$ cat src/rtl/mem_port_arbiter_pkg.sv
// rtl/mem_port_arbiter_pkg.sv - shared types for the fetch/data memory port arbiter
// Contents: arb_state_t (FSM states), arb_owner_t (requester identity),
//           mem_cmd_t (command latched onto the shared pmem port).
package rv32i_types;

  localparam int MEM_ADDR_W = 32;
  localparam int MEM_DATA_W = 32;

  typedef enum logic [1:0] {
    IDLE = 2'd0,
    INST = 2'd1,
    DATA = 2'd2
  } arb_state_t;

  typedef enum logic {
    OWN_INST = 1'b0,
    OWN_DATA = 1'b1
  } arb_owner_t;

  typedef struct packed {
    logic [MEM_ADDR_W-1:0]   addr;
    logic [MEM_DATA_W-1:0]   wdata;
    logic [MEM_DATA_W/8-1:0] mbe;
    logic                    read;
    logic                    write;
  } mem_cmd_t;

endpackage

$ cat src/rtl/mem_port_arbiter_if.sv
// rtl/mem_port_arbiter_if.sv - pipeline-side and shared-port signals of the memory port arbiter
// Ports: inst_* (fetch request/response), data_* (load/store request/response),
//        pmem_* (shared memory port). Modport slave is the arbiter's view;
//        modport master is the view of the pipeline plus memory around it.
interface mem_port_arbiter_if #(
  parameter int ADDR_W = 32,
  parameter int DATA_W = 32
);
  logic                  inst_read;
  logic [ADDR_W-1:0]     inst_addr;
  logic                  inst_resp;
  logic [DATA_W-1:0]     inst_rdata;

  logic                  data_read;
  logic                  data_write;
  logic [ADDR_W-1:0]     data_addr;
  logic [DATA_W-1:0]     data_wdata;
  logic [DATA_W/8-1:0]   data_mbe;
  logic                  data_resp;
  logic [DATA_W-1:0]     data_rdata;

  logic                  pmem_read;
  logic                  pmem_write;
  logic [ADDR_W-1:0]     pmem_address;
  logic [DATA_W-1:0]     pmem_wdata;
  logic [DATA_W/8-1:0]   pmem_mbe;
  logic                  pmem_resp;
  logic [DATA_W-1:0]     pmem_rdata;

  modport slave (
    input  inst_read, inst_addr,
    input  data_read, data_write, data_addr, data_wdata, data_mbe,
    input  pmem_resp, pmem_rdata,
    output inst_resp, inst_rdata, data_resp, data_rdata,
    output pmem_read, pmem_write, pmem_address, pmem_wdata, pmem_mbe
  );

  modport master (
    output inst_read, inst_addr,
    output data_read, data_write, data_addr, data_wdata, data_mbe,
    output pmem_resp, pmem_rdata,
    input  inst_resp, inst_rdata, data_resp, data_rdata,
    input  pmem_read, pmem_write, pmem_address, pmem_wdata, pmem_mbe
  );
endinterface

$ cat src/rtl/mem_port_arbiter_select.sv
// rtl/mem_port_arbiter_select.sv - combinational next-owner choice for the memory port arbiter
// Ports: inst_pend/data_pend (pending requests), state (current FSM state),
//        ptr (last requester served), grant (someone may take the port), owner (who).
// Build option MEM_ARB_ROUND_ROBIN_EN: contention in IDLE goes to the requester
// not served last; otherwise data always wins.
module mem_arb_select
  import rv32i_types::*;
(
  input  logic       inst_pend,
  input  logic       data_pend,
  input  arb_state_t state,
  input  arb_owner_t ptr,
  output logic       grant,
  output arb_owner_t owner
);

  always_comb begin
    grant = 1'b0;
    owner = OWN_DATA;
    case (state)
      IDLE: begin
        grant = inst_pend | data_pend;
        if (inst_pend && data_pend)
`ifdef MEM_ARB_ROUND_ROBIN_EN
          owner = (ptr == OWN_DATA) ? OWN_INST : OWN_DATA;
`else
          owner = OWN_DATA;
`endif
        else
          owner = data_pend ? OWN_DATA : OWN_INST;
      end
      // At completion only the other requester can be handed the port; the
      // finishing requester still shows its request for one more cycle.
      INST: begin
        grant = data_pend;
        owner = OWN_DATA;
      end
      DATA: begin
        grant = inst_pend;
        owner = OWN_INST;
      end
      default: begin
        grant = 1'b0;
        owner = OWN_DATA;
      end
    endcase
  end

`ifndef MEM_ARB_ROUND_ROBIN_EN
  logic unused_ptr;
  assign unused_ptr = ptr;
`endif

endmodule

$ cat src/rtl/mem_port_arbiter.sv
// rtl/mem_port_arbiter.sv - shares one memory port between fetch and data stages
// Ports: clk, rst (async, active-low), bus (mem_port_arbiter_if.slave):
//        inst_*/data_* pipeline requests and responses, pmem_* registered shared port.
// Build option MEM_ARB_ROUND_ROBIN_EN selects round-robin contention handling.
module mem_port_arbiter
  import rv32i_types::*;
#(
  parameter int ADDR_W = MEM_ADDR_W,
  parameter int DATA_W = MEM_DATA_W
) (
  input  logic clk,
  input  logic rst,
  mem_port_arbiter_if.slave bus
);

  arb_state_t state;
  mem_cmd_t   cmd;
  arb_owner_t ptr;
  arb_owner_t next_owner;
  logic       grant;
  logic       done;
  logic       inst_pend;
  logic       data_pend;
  mem_cmd_t   inst_cmd;
  mem_cmd_t   data_cmd;

  logic [ADDR_W-1:0]   inst_addr;
  logic [ADDR_W-1:0]   data_addr;
  logic [DATA_W-1:0]   data_wdata;
  logic [DATA_W/8-1:0] data_mbe;

  assign inst_addr  = bus.inst_addr;
  assign data_addr  = bus.data_addr;
  assign data_wdata = bus.data_wdata;
  assign data_mbe   = bus.data_mbe;

  assign inst_pend = bus.inst_read;
  assign data_pend = bus.data_read | bus.data_write;
  // A strobe seen in IDLE belongs to nobody and is dropped.
  assign done      = (state != IDLE) && bus.pmem_resp;

  always_comb begin
    inst_cmd       = '0;
    inst_cmd.addr  = inst_addr;
    inst_cmd.read  = 1'b1;
    data_cmd       = '0;
    data_cmd.addr  = data_addr;
    data_cmd.wdata = data_wdata;
    data_cmd.mbe   = data_mbe;
    // Write wins if both strobes are (illegally) high.
    data_cmd.write = bus.data_write;
    data_cmd.read  = bus.data_read & ~bus.data_write;
  end

`ifndef MEM_ARB_ROUND_ROBIN_EN
  assign ptr = OWN_DATA;
`endif

  mem_arb_select u_select (
    .inst_pend (inst_pend),
    .data_pend (data_pend),
    .state     (state),
    .ptr       (ptr),
    .grant     (grant),
    .owner     (next_owner)
  );

  always_ff @(posedge clk or negedge rst) begin
    if (!rst) begin
      state <= IDLE;
      cmd   <= '0;
`ifdef MEM_ARB_ROUND_ROBIN_EN
      ptr   <= OWN_DATA;
`endif
    end else if (state == IDLE || done) begin
`ifdef MEM_ARB_ROUND_ROBIN_EN
      if (done)
        ptr <= (state == INST) ? OWN_INST : OWN_DATA;
`endif
      if (grant) begin
        state <= (next_owner == OWN_INST) ? INST : DATA;
        cmd   <= (next_owner == OWN_INST) ? inst_cmd : data_cmd;
      end else begin
        state <= IDLE;
        cmd   <= '0;
      end
    end
  end

  assign bus.pmem_read    = cmd.read;
  assign bus.pmem_write   = cmd.write;
  assign bus.pmem_address = cmd.addr;
  assign bus.pmem_wdata   = cmd.wdata;
  assign bus.pmem_mbe     = cmd.mbe;

  assign bus.inst_resp  = (state == INST) && bus.pmem_resp;
  assign bus.data_resp  = (state == DATA) && bus.pmem_resp;
  assign bus.inst_rdata = bus.inst_resp ? bus.pmem_rdata : '0;
  assign bus.data_rdata = bus.data_resp ? bus.pmem_rdata : '0;

`ifndef SYNTHESIS
  always_ff @(posedge clk) begin
    if (rst)
      assert (!(bus.data_read && bus.data_write))
        else $error("mem_port_arbiter: data_read and data_write both high, write taken");
  end
`endif

endmodule

$ cat src/flat_wrapper.sv
// flat-port wrapper written by rule: the top's interface ports become plain ports
module mem_port_arbiter_flat import rv32i_types::*;
#(
  parameter int ADDR_W = MEM_ADDR_W,
  parameter int DATA_W = MEM_DATA_W
)
  (clk, rst, bus_inst_read, bus_inst_addr, bus_data_read, bus_data_write, bus_data_addr, bus_data_wdata, bus_data_mbe, bus_pmem_resp, bus_pmem_rdata, bus_inst_resp, bus_inst_rdata, bus_data_resp, bus_data_rdata, bus_pmem_read, bus_pmem_write, bus_pmem_address, bus_pmem_wdata, bus_pmem_mbe);
  mem_port_arbiter_if #(.ADDR_W(ADDR_W), .DATA_W(DATA_W)) bus_i ();
  input  logic clk;
  input  logic rst;
  input wire logic [$bits(bus_i.inst_read)-1:0] bus_inst_read;
  input wire logic [$bits(bus_i.inst_addr)-1:0] bus_inst_addr;
  input wire logic [$bits(bus_i.data_read)-1:0] bus_data_read;
  input wire logic [$bits(bus_i.data_write)-1:0] bus_data_write;
  input wire logic [$bits(bus_i.data_addr)-1:0] bus_data_addr;
  input wire logic [$bits(bus_i.data_wdata)-1:0] bus_data_wdata;
  input wire logic [$bits(bus_i.data_mbe)-1:0] bus_data_mbe;
  input wire logic [$bits(bus_i.pmem_resp)-1:0] bus_pmem_resp;
  input wire logic [$bits(bus_i.pmem_rdata)-1:0] bus_pmem_rdata;
  output wire logic [$bits(bus_i.inst_resp)-1:0] bus_inst_resp;
  output wire logic [$bits(bus_i.inst_rdata)-1:0] bus_inst_rdata;
  output wire logic [$bits(bus_i.data_resp)-1:0] bus_data_resp;
  output wire logic [$bits(bus_i.data_rdata)-1:0] bus_data_rdata;
  output wire logic [$bits(bus_i.pmem_read)-1:0] bus_pmem_read;
  output wire logic [$bits(bus_i.pmem_write)-1:0] bus_pmem_write;
  output wire logic [$bits(bus_i.pmem_address)-1:0] bus_pmem_address;
  output wire logic [$bits(bus_i.pmem_wdata)-1:0] bus_pmem_wdata;
  output wire logic [$bits(bus_i.pmem_mbe)-1:0] bus_pmem_mbe;
  assign bus_i.inst_read = bus_inst_read;
  assign bus_i.inst_addr = bus_inst_addr;
  assign bus_i.data_read = bus_data_read;
  assign bus_i.data_write = bus_data_write;
  assign bus_i.data_addr = bus_data_addr;
  assign bus_i.data_wdata = bus_data_wdata;
  assign bus_i.data_mbe = bus_data_mbe;
  assign bus_i.pmem_resp = bus_pmem_resp;
  assign bus_i.pmem_rdata = bus_pmem_rdata;
  assign bus_inst_resp = bus_i.inst_resp;
  assign bus_inst_rdata = bus_i.inst_rdata;
  assign bus_data_resp = bus_i.data_resp;
  assign bus_data_rdata = bus_i.data_rdata;
  assign bus_pmem_read = bus_i.pmem_read;
  assign bus_pmem_write = bus_i.pmem_write;
  assign bus_pmem_address = bus_i.pmem_address;
  assign bus_pmem_wdata = bus_i.pmem_wdata;
  assign bus_pmem_mbe = bus_i.pmem_mbe;
  mem_port_arbiter #(.ADDR_W(ADDR_W), .DATA_W(DATA_W)) u_core (.clk(clk), .rst(rst), .bus(bus_i));
endmodule
$ cat config.mk
export PLATFORM = sky130hd
export DESIGN_NAME = mem_port_arbiter_flat
export DESIGN_NICKNAME = d
export VERILOG_FILES = /design/src/rtl/mem_port_arbiter_pkg.sv /design/src/rtl/mem_port_arbiter_if.sv /design/src/rtl/mem_port_arbiter_select.sv /design/src/rtl/mem_port_arbiter.sv /design/src/flat_wrapper.sv
export SDC_FILE = /design/constraint.sdc
export NUM_CORES = 1
export LEC_CHECK = 0
export ABC_AREA = 1
export CORE_AREA = 2 2 107 109
export CTS_CLUSTER_SIZE = 20
export DETAILED_ROUTE_END_ITERATION = 12
export DIE_AREA = 0 0 109 111
export PLACE_DENSITY = 0.78
export SLEW_MARGIN = 40
export SYNTH_ARGS = -nofsm -noshare
export SYNTH_HDL_FRONTEND = slang
export SYNTH_HIERARCHICAL = 1
export SYNTH_SLANG_ARGS = --single-unit
$ cat constraint.sdc
create_clock -name clk -period 4.4 [get_ports clk]
set_clock_uncertainty 0.1 [all_clocks]
set_input_delay 0.88 -clock clk [delete_from_list [all_inputs] [get_ports clk]]
set_output_delay 0.88 -clock clk [all_outputs]
set_load 0.05 [all_outputs]
==> results_dict.tcl <==
set metrics [dict create \
    finalSetupViolCount 0 \
    clkSinkCount 72 \
    worstSetupPathType "input pin to output port" \
    fmax_mhz 324 \
    route.vias.total 4394 \
    ctsHoldBuffers 0 \
    grt_pass1_wl_mm 21.3 \
    grt_max_degree 73 \
    grt_pass1_vias 4315 \
    reg2reg_setup_slack_ns 2.41 \
    drt-pass1-iter-count 4 \
    cp-start-kind "input pin" \
    finalWirelength_mm 13.4 \
    cts_made_buffers 9 \
    fill_cells 974 \
    dr.first_iter.drc_count 304 \
    start_util 0.337 \
    cts_resized 0 \
    io_buffers 273 \
    row_count 39 \
    dieWidth_um 109 \
    endpoint_kind "output port" \
    cap_viol_max_count 0 \
    grtUsageMet3 0.0441 \
    irDropWorstVdd_v 0.000406 \
    final_antenna_net_count 0 \
    cp-endpoint "bus_data_rdata[31]" \
    drive_gt1_frac 0.115 \
    gp_congestion 0.823 \
    cp.arrival_ns 2.11 \
    area_growth_pct 78.6 \
    core_area_um2 11100 \
    postCtsSetupRepairBufs 0 \
    status "finished clean" \
    cts_tree "built" \
    cp_max_fo 33 \
    max_slew_margin 0.518 \
    path_clk_slew_ns 0.05 \
    dieHeight_um 111 \
    slew_violations 0 \
    hold_path.class "flip-flop to flip-flop" \
    antenna_found_initial 3 \
    clockRootBuffer "clkbuf_16" \
    ioPinCount 274 \
    grtUsageMet1 0.239 \
    drc_errors 0 \
    rsz0062_at_grt "no" \
    hold_violations 0 \
    netlist_area_um2 3740 \
    hpwlAfterDp_mm 10.1 \
    syn-mean-instance-area_um2 6.93 \
    fin_crit_sh 0.702 \
    nets 930 \
    register_area_um2 1800 \
    reg2reg_depth 9 \
    grt.overflow.total 0 \
    total_leakage_power_nw 3.51 \
    clk-insertion-delay-late_ns 0.32 \
    r2r_end "u_core/bus.pmem_write$_DFFE_PN0P_" \
    crit_path_start "bus_pmem_resp" \
    htreeDepth 3 \
    power_density_nw_per_um2 734 \
    grt_util_met2 0.399 \
    cts.path.max_buffers 2 \
    setup_tns_ns 0 \
    synth_warnings 6 \
    syn-instance-count 539 \
    finish.utilization 0.603 \
    wire_per_inst_um 14.2 \
    max_slew.worst_pin.slew_ns 0.723 \
    required_ns 3.42 \
    track_usage 0.223 \
    die_area_um2 12100 \
    r2r_start "u_core/state[1]$_DFFE_PN0P_" \
    top_usage_layer "met2" \
    via_per_inst 4.66 \
    syn_nets 677 \
    period_needed_ns 3.09 \
    multi_input_area_um2 1600 \
]
[critical path: stages]
cell	delay [ns]
clkdlybuf4s50_1	0.52
nand3_1	0.09
buf_4	0.24
nor2_1	0.20
buf_12	0.16
[per-layer routing]
| layer | wire length (µm) | vias to the layer above | share of wire |
|---|---|---|---|
| met5 | 0 | - | 0 |
| met2 | 7020 | 189 | 0.52 |
| met3 | 962 | 38 | 0.072 |
| li1 | - | 2165 | - |
| met1 | 4880 | 2002 | 0.36 |
| met4 | 560 | 0 | 0.042 |
[registers in the layout, indices dropped and copies added, names as in the netlist]
name                     cells
u_core/bus.pmem_address     32
u_core/bus.pmem_mbe          4
u_core/bus.pmem_read         1
u_core/bus.pmem_wdata       32
u_core/bus.pmem_write        1
u_core/state                 2
[how the worst min path moves through the flow]
stage                                       startpoint                                 endpoint  slack [ns]  depth (start not counted)
3_5_place_dp   u_core/bus.pmem_address[26]$_DFFE_PN0P_  u_core/bus.pmem_address[26]$_DFFE_PN0P_        0.36                          2
4_1_cts        u_core/bus.pmem_address[26]$_DFFE_PN0P_  u_core/bus.pmem_address[26]$_DFFE_PN0P_        0.37                          2
6_report       u_core/bus.pmem_address[20]$_DFFE_PN0P_  u_core/bus.pmem_address[20]$_DFFE_PN0P_        0.37                          2
2_1_floorplan              u_core/state[0]$_DFFE_PN0P_              u_core/state[0]$_DFFE_PN0P_        0.43                          2
5_1_grt        u_core/bus.pmem_address[20]$_DFFE_PN0P_  u_core/bus.pmem_address[20]$_DFFE_PN0P_        0.39                          2
3_3_place_gp   u_core/bus.pmem_address[14]$_DFFE_PN0P_  u_core/bus.pmem_address[14]$_DFFE_PN0P_        0.35                          2
[per-stage QoR]
step	std cells	cell area, µm²	power (mW)	worst slack, ns	hold WS (ns)
finish	943	6680	4.90	1.31	0.368
global route	943	6680	5.19	1.23	0.389
CTS	940	6670	4.94	1.32	0.371
detailed placement	924	6380	4.21	1.31	0.357
global placement	924	6370	4.16	1.34	0.353
floorplan	539	3740	3.17	1.56	0.430
[cell usage in the layout, fill, tap and decap left out]
cell and instances:
nand2_1 213, clkdlybuf4s50_1 206, nand3_1 105, buf_4 72, dfrtp_1 72, nor2_1 64
inv_1 41, clkbuf_16 9, diode_2 3, clkbuf_1 3, clkinv_4 2, clkinvlp_4 1
bufinv_16 1, buf_6 1, buf_12 1, or2_2 1, o21ai_4 1, inv_4 1
inv_2 1, o21ai_0 1, nand2_2 1
[power breakdown]
group	switching [mW]	leakage, nW	total [mW]	internal (mW)
Clock	0.272	0.137	0.714	0.442
Combinational	2.16	2.44	3.08	0.930
Sequential	0.160	0.936	1.10	0.943
[layout make-up]
| cell class | count | share of cell area |
|---|---|---|
| Antenna cell | 3 | 0.00112 |
| Clock buffer | 12 | 0.0354 |
| Clock inverter | 4 | 0.00825 |
| Inverter | 43 | 0.0246 |
| Multi-Input combinational cell | 386 | 0.240 |
| Sequential cell | 72 | 0.270 |
| Tap cell | 143 | 0.0268 |
| Timing Repair Buffer | 280 | 0.394 |
Power figures use the tool's default switching activity.
==> patch 1, RTL diff (same flow settings) <==
The option `MEM_ARB_ROUND_ROBIN_EN` is turned on by a define.
--- a/src/rtl/mem_port_arbiter_select.sv
+++ b/src/rtl/mem_port_arbiter_select.sv
@@ -4,4 +4,6 @@
 // Build option MEM_ARB_ROUND_ROBIN_EN: contention in IDLE goes to the requester
 // not served last; otherwise data always wins.
+`define MEM_ARB_ROUND_ROBIN_EN
+
 module mem_arb_select
   import rv32i_types::*;
Formal check against the unedited RTL: not equivalent (Yosys sat finds a counterexample within 4 cycles, from zero or initial values and one cycle with rst low).
==> patch 1 against the unedited design <==
- die area stayed put
- non-clock buffer count fell by 2
- first-iteration DRC count fell by 26%
- sequential cell count grew 1
- setup slack got worse by 0.75 ns
- sequential share of layout area grew 0.12 points
- routed wire length decreased by 0.15%
- fmax is 20% lower
- synthesized area rose by 3.4%
- via count increased by 1.7%
- design area rose by 0.99%
- total power rose by 1.9%
- critical path type unchanged
- critical endpoint is now bus_inst_rdata[1]
- highest routed layer unchanged
==> patch 1: results <==
{
  "hp-start": "u_core/bus.pmem_address[21]",
  "p_sw_mw": 2.60,
  "dpl.hpwl_um": 10100,
  "wl_per_cell_um": 14.1,
  "pre_cts_slack_ns": 0.577,
  "via_per_inst": 4.71,
  "drive_gt1_share_pct": 11.5,
  "path_max_fanout": 17,
  "cp_slowest_stage_delay_ns": 0.82,
  "worst_hold_slack_ns": 0.368,
  "routed_wl_um": 13400,
  "syn-num-nets": 687,
  "grt_usage_pct": 21.8,
  "grt_pass1_wl_um": 20800,
  "arrival_ns": 2.86,
  "first_iter_violations": 225,
  "endpoint": "bus_inst_rdata[1]",
  "gp_congestion": 0.818,
  "postPlaceCellArea_um2": 6420,
  "ir_drop_uv": 325,
  "status": "completed",
  "period_share_pct": 87.2,
  "p_leak_nw": 3.55,
  "fin_nets": 937,
  "combPwrFrac_pct": 62.2,
  "tightest_slew_ns": 0.731,
  "grt_pass1_vias": 4329,
  "grt_max_degree": 75,
  "regToRegEndpoint": "u_core/bus.pmem_wdata[0]",
  "area_growth_pct": 74.5,
  "min_to": "u_core/bus.pmem_address[21]"
}
## patch 1: cell families after synthesis
logic type             after synthesis  synth area share (%)
and+or+nand+nor                    387                  41.0
buffers and inverters               85                  11.0
DFF                                 73                  47.3
AOI/OAI and AO/OA                    4                 0.615
## patch 1: metal layers
| metal | vias up | part of all wire, % | global-route usage [%] |
|---|---|---|---|
| li1 | 2188 | - | - |
| met1 | 2025 | 35 | 22.0 |
| met2 | 212 | 52 | 40.4 |
| met3 | 43 | 7.5 | 5.70 |
| met4 | 0 | 4.7 | 10.9 |
| met5 | - | 0 | 0 |
## patch 1: area by class of cell
| type | count | share of cell area [%] |
|---|---|---|
| repair buffers | 278 | 38.9 |
| flip-flops and latches | 73 | 27.1 |
| multi-input cells | 391 | 24.0 |
| clock buffers | 10 | 3.40 |
| well taps | 143 | 2.65 |
| inverters | 46 | 2.60 |
| clock inverters | 5 | 1.21 |
| diodes | 3 | 0.111 |
==> patch 2, RTL diff (config.mk and constraints unchanged) <==
Made on the original files. The 3 states of `arb_state_t` get a one-hot encoding in 3 bits.
--- a/src/rtl/mem_port_arbiter_pkg.sv
+++ b/src/rtl/mem_port_arbiter_pkg.sv
@@ -7,8 +7,8 @@
   localparam int MEM_DATA_W = 32;
 
-  typedef enum logic [1:0] {
-    IDLE = 2'd0,
-    INST = 2'd1,
-    DATA = 2'd2
+  typedef enum logic [2:0] {
+    IDLE = 3'b001,
+    INST = 3'b010,
+    DATA = 3'b100
   } arb_state_t;
 
Formal check against the unedited RTL: same outputs for any inputs over 10 cycles, from zero or initial values and one cycle with rst low; not proved beyond that.
==> patch 2 against the unedited design <==
- routed wire length rose by 7.5%
- critical path type unchanged
- setup slack got worse by 0.60 ns
- global-route usage increased by 1.9 points
- total power grew 2.8%
- synthesized area rose by 10%
- sequential cell count is 1 higher
- cell count is 8.7% higher
- design area is 17% higher
==> patch 2: results <==
{
  "clk_pin_slew_worst_paths_ns": 0.05,
  "synth-warning-count": 6,
  "fillers": 904,
  "antenna_found_initial": 0,
  "tightest_slew_ns": 0.664,
  "grt_max_degree": 75,
  "dpl.hpwl_um": 10400,
  "grt_pass1_wl_um": 23000,
  "postPlaceCellArea_um2": 7480,
  "dr.pass1.iters": 5,
  "cp-start-kind": "primary input",
  "p_leak_nw": 4.02,
  "min_path_type": "reg -> reg",
  "htree_levels": 3,
  "ctsLongestPathBuffers": 2,
  "insertedDiodeCount": 0,
  "grt_usage_pct": 24.3,
  "path_max_fanout": 33,
  "ff2ff_setup_slack_ns": 2.27,
  "cts_inserted_buffers": 9,
  "io_buffers": 273,
  "post_cts_buffers": 0,
  "gr-total-overflow": 0,
  "grt_pass1_vias": 4572,
  "root_buffer": "clkbuf_16",
  "ir_drop_uv": 392,
  "max-cap-violations": 0,
  "routed_wl_um": 14400,
  "status": "completed",
  "arrival_ns": 2.71,
  "via_per_inst": 4.62,
  "drive_gt1_share_pct": 11.0,
  "syn_inst": 629,
  "first_iter_violations": 252,
  "ctsResizeCount": 0,
  "gp_congestion": 0.813,
  "p_int_mw": 2.44,
  "syn-num-nets": 767,
  "wl_per_cell_um": 14.1,
  "post-place-cells": 1010
}
## patch 2: worst paths after layout
| path | startpoint | to | cells after the start |
|---|---|---|---|
| min | u_core/bus.pmem_address[28] | u_core/bus.pmem_address[28] | 2 |
| max reg2reg | u_core/state[0] | u_core/bus.pmem_address[3] | 10 |
| max | bus_pmem_resp | bus_data_rdata[7] | 6 |
| max in group asynchronous | rst | u_core/bus.pmem_address[26] | 1 |
| min reg2reg | u_core/bus.pmem_address[28] | u_core/bus.pmem_address[28] | 2 |
| min in group asynchronous | rst | u_core/bus.pmem_wdata[2] | 1 |
## patch 2: area by class of cell
class                   instances  area [um^2]  area share (%)
repair buffers                277         3420            43.8
flip-flops and latches         73         1830            23.4
multi-input cells             438         1790            23.0
inverters                      80          300            3.85
clock buffers                  11          243            3.11
well taps                     143          179            2.29
clock inverters                 3         42.5           0.545
## patch 2: stage by stage
stage / setup WS, ns / utilization (%) / hold WS, ns
2_1_floorplan: 1.39 / - / 0.421
3_3_place_gp: 0.757 / 67.5 / 0.391
3_5_place_dp: 0.707 / 67.6 / 0.393
4_1_cts: 0.710 / 70.1 / 0.410
5_1_grt: 0.526 / 70.4 / 0.428
6_report: 0.714 / 70.4 / 0.403
## patch 2: critical path, cell delays in order
cell and delay (ns):
clkdlybuf4s50_1 0.47, inv_2 0.04, nor2_1 0.18, nand3_2 0.54, nor2_1 0.41, buf_12 0.18
## patch 2: per-layer routing
metal | track usage (%) | wire, um
met5 | 0 | 0
met1 | 27.1 | 5350
met4 | 9.66 | 386
met3 | 7.76 | 1270
met2 | 42.1 | 7420
## patch 2: power by group through the flow
stage	clock, mW	sequential, mW	combinational, mW
floorplan	0	1.96	1.26
global placement	0	1.10	3.17
detailed placement	0	1.11	3.19
CTS	0.726	1.11	3.20
global route	0.753	1.14	3.46
finish	0.711	1.11	3.22
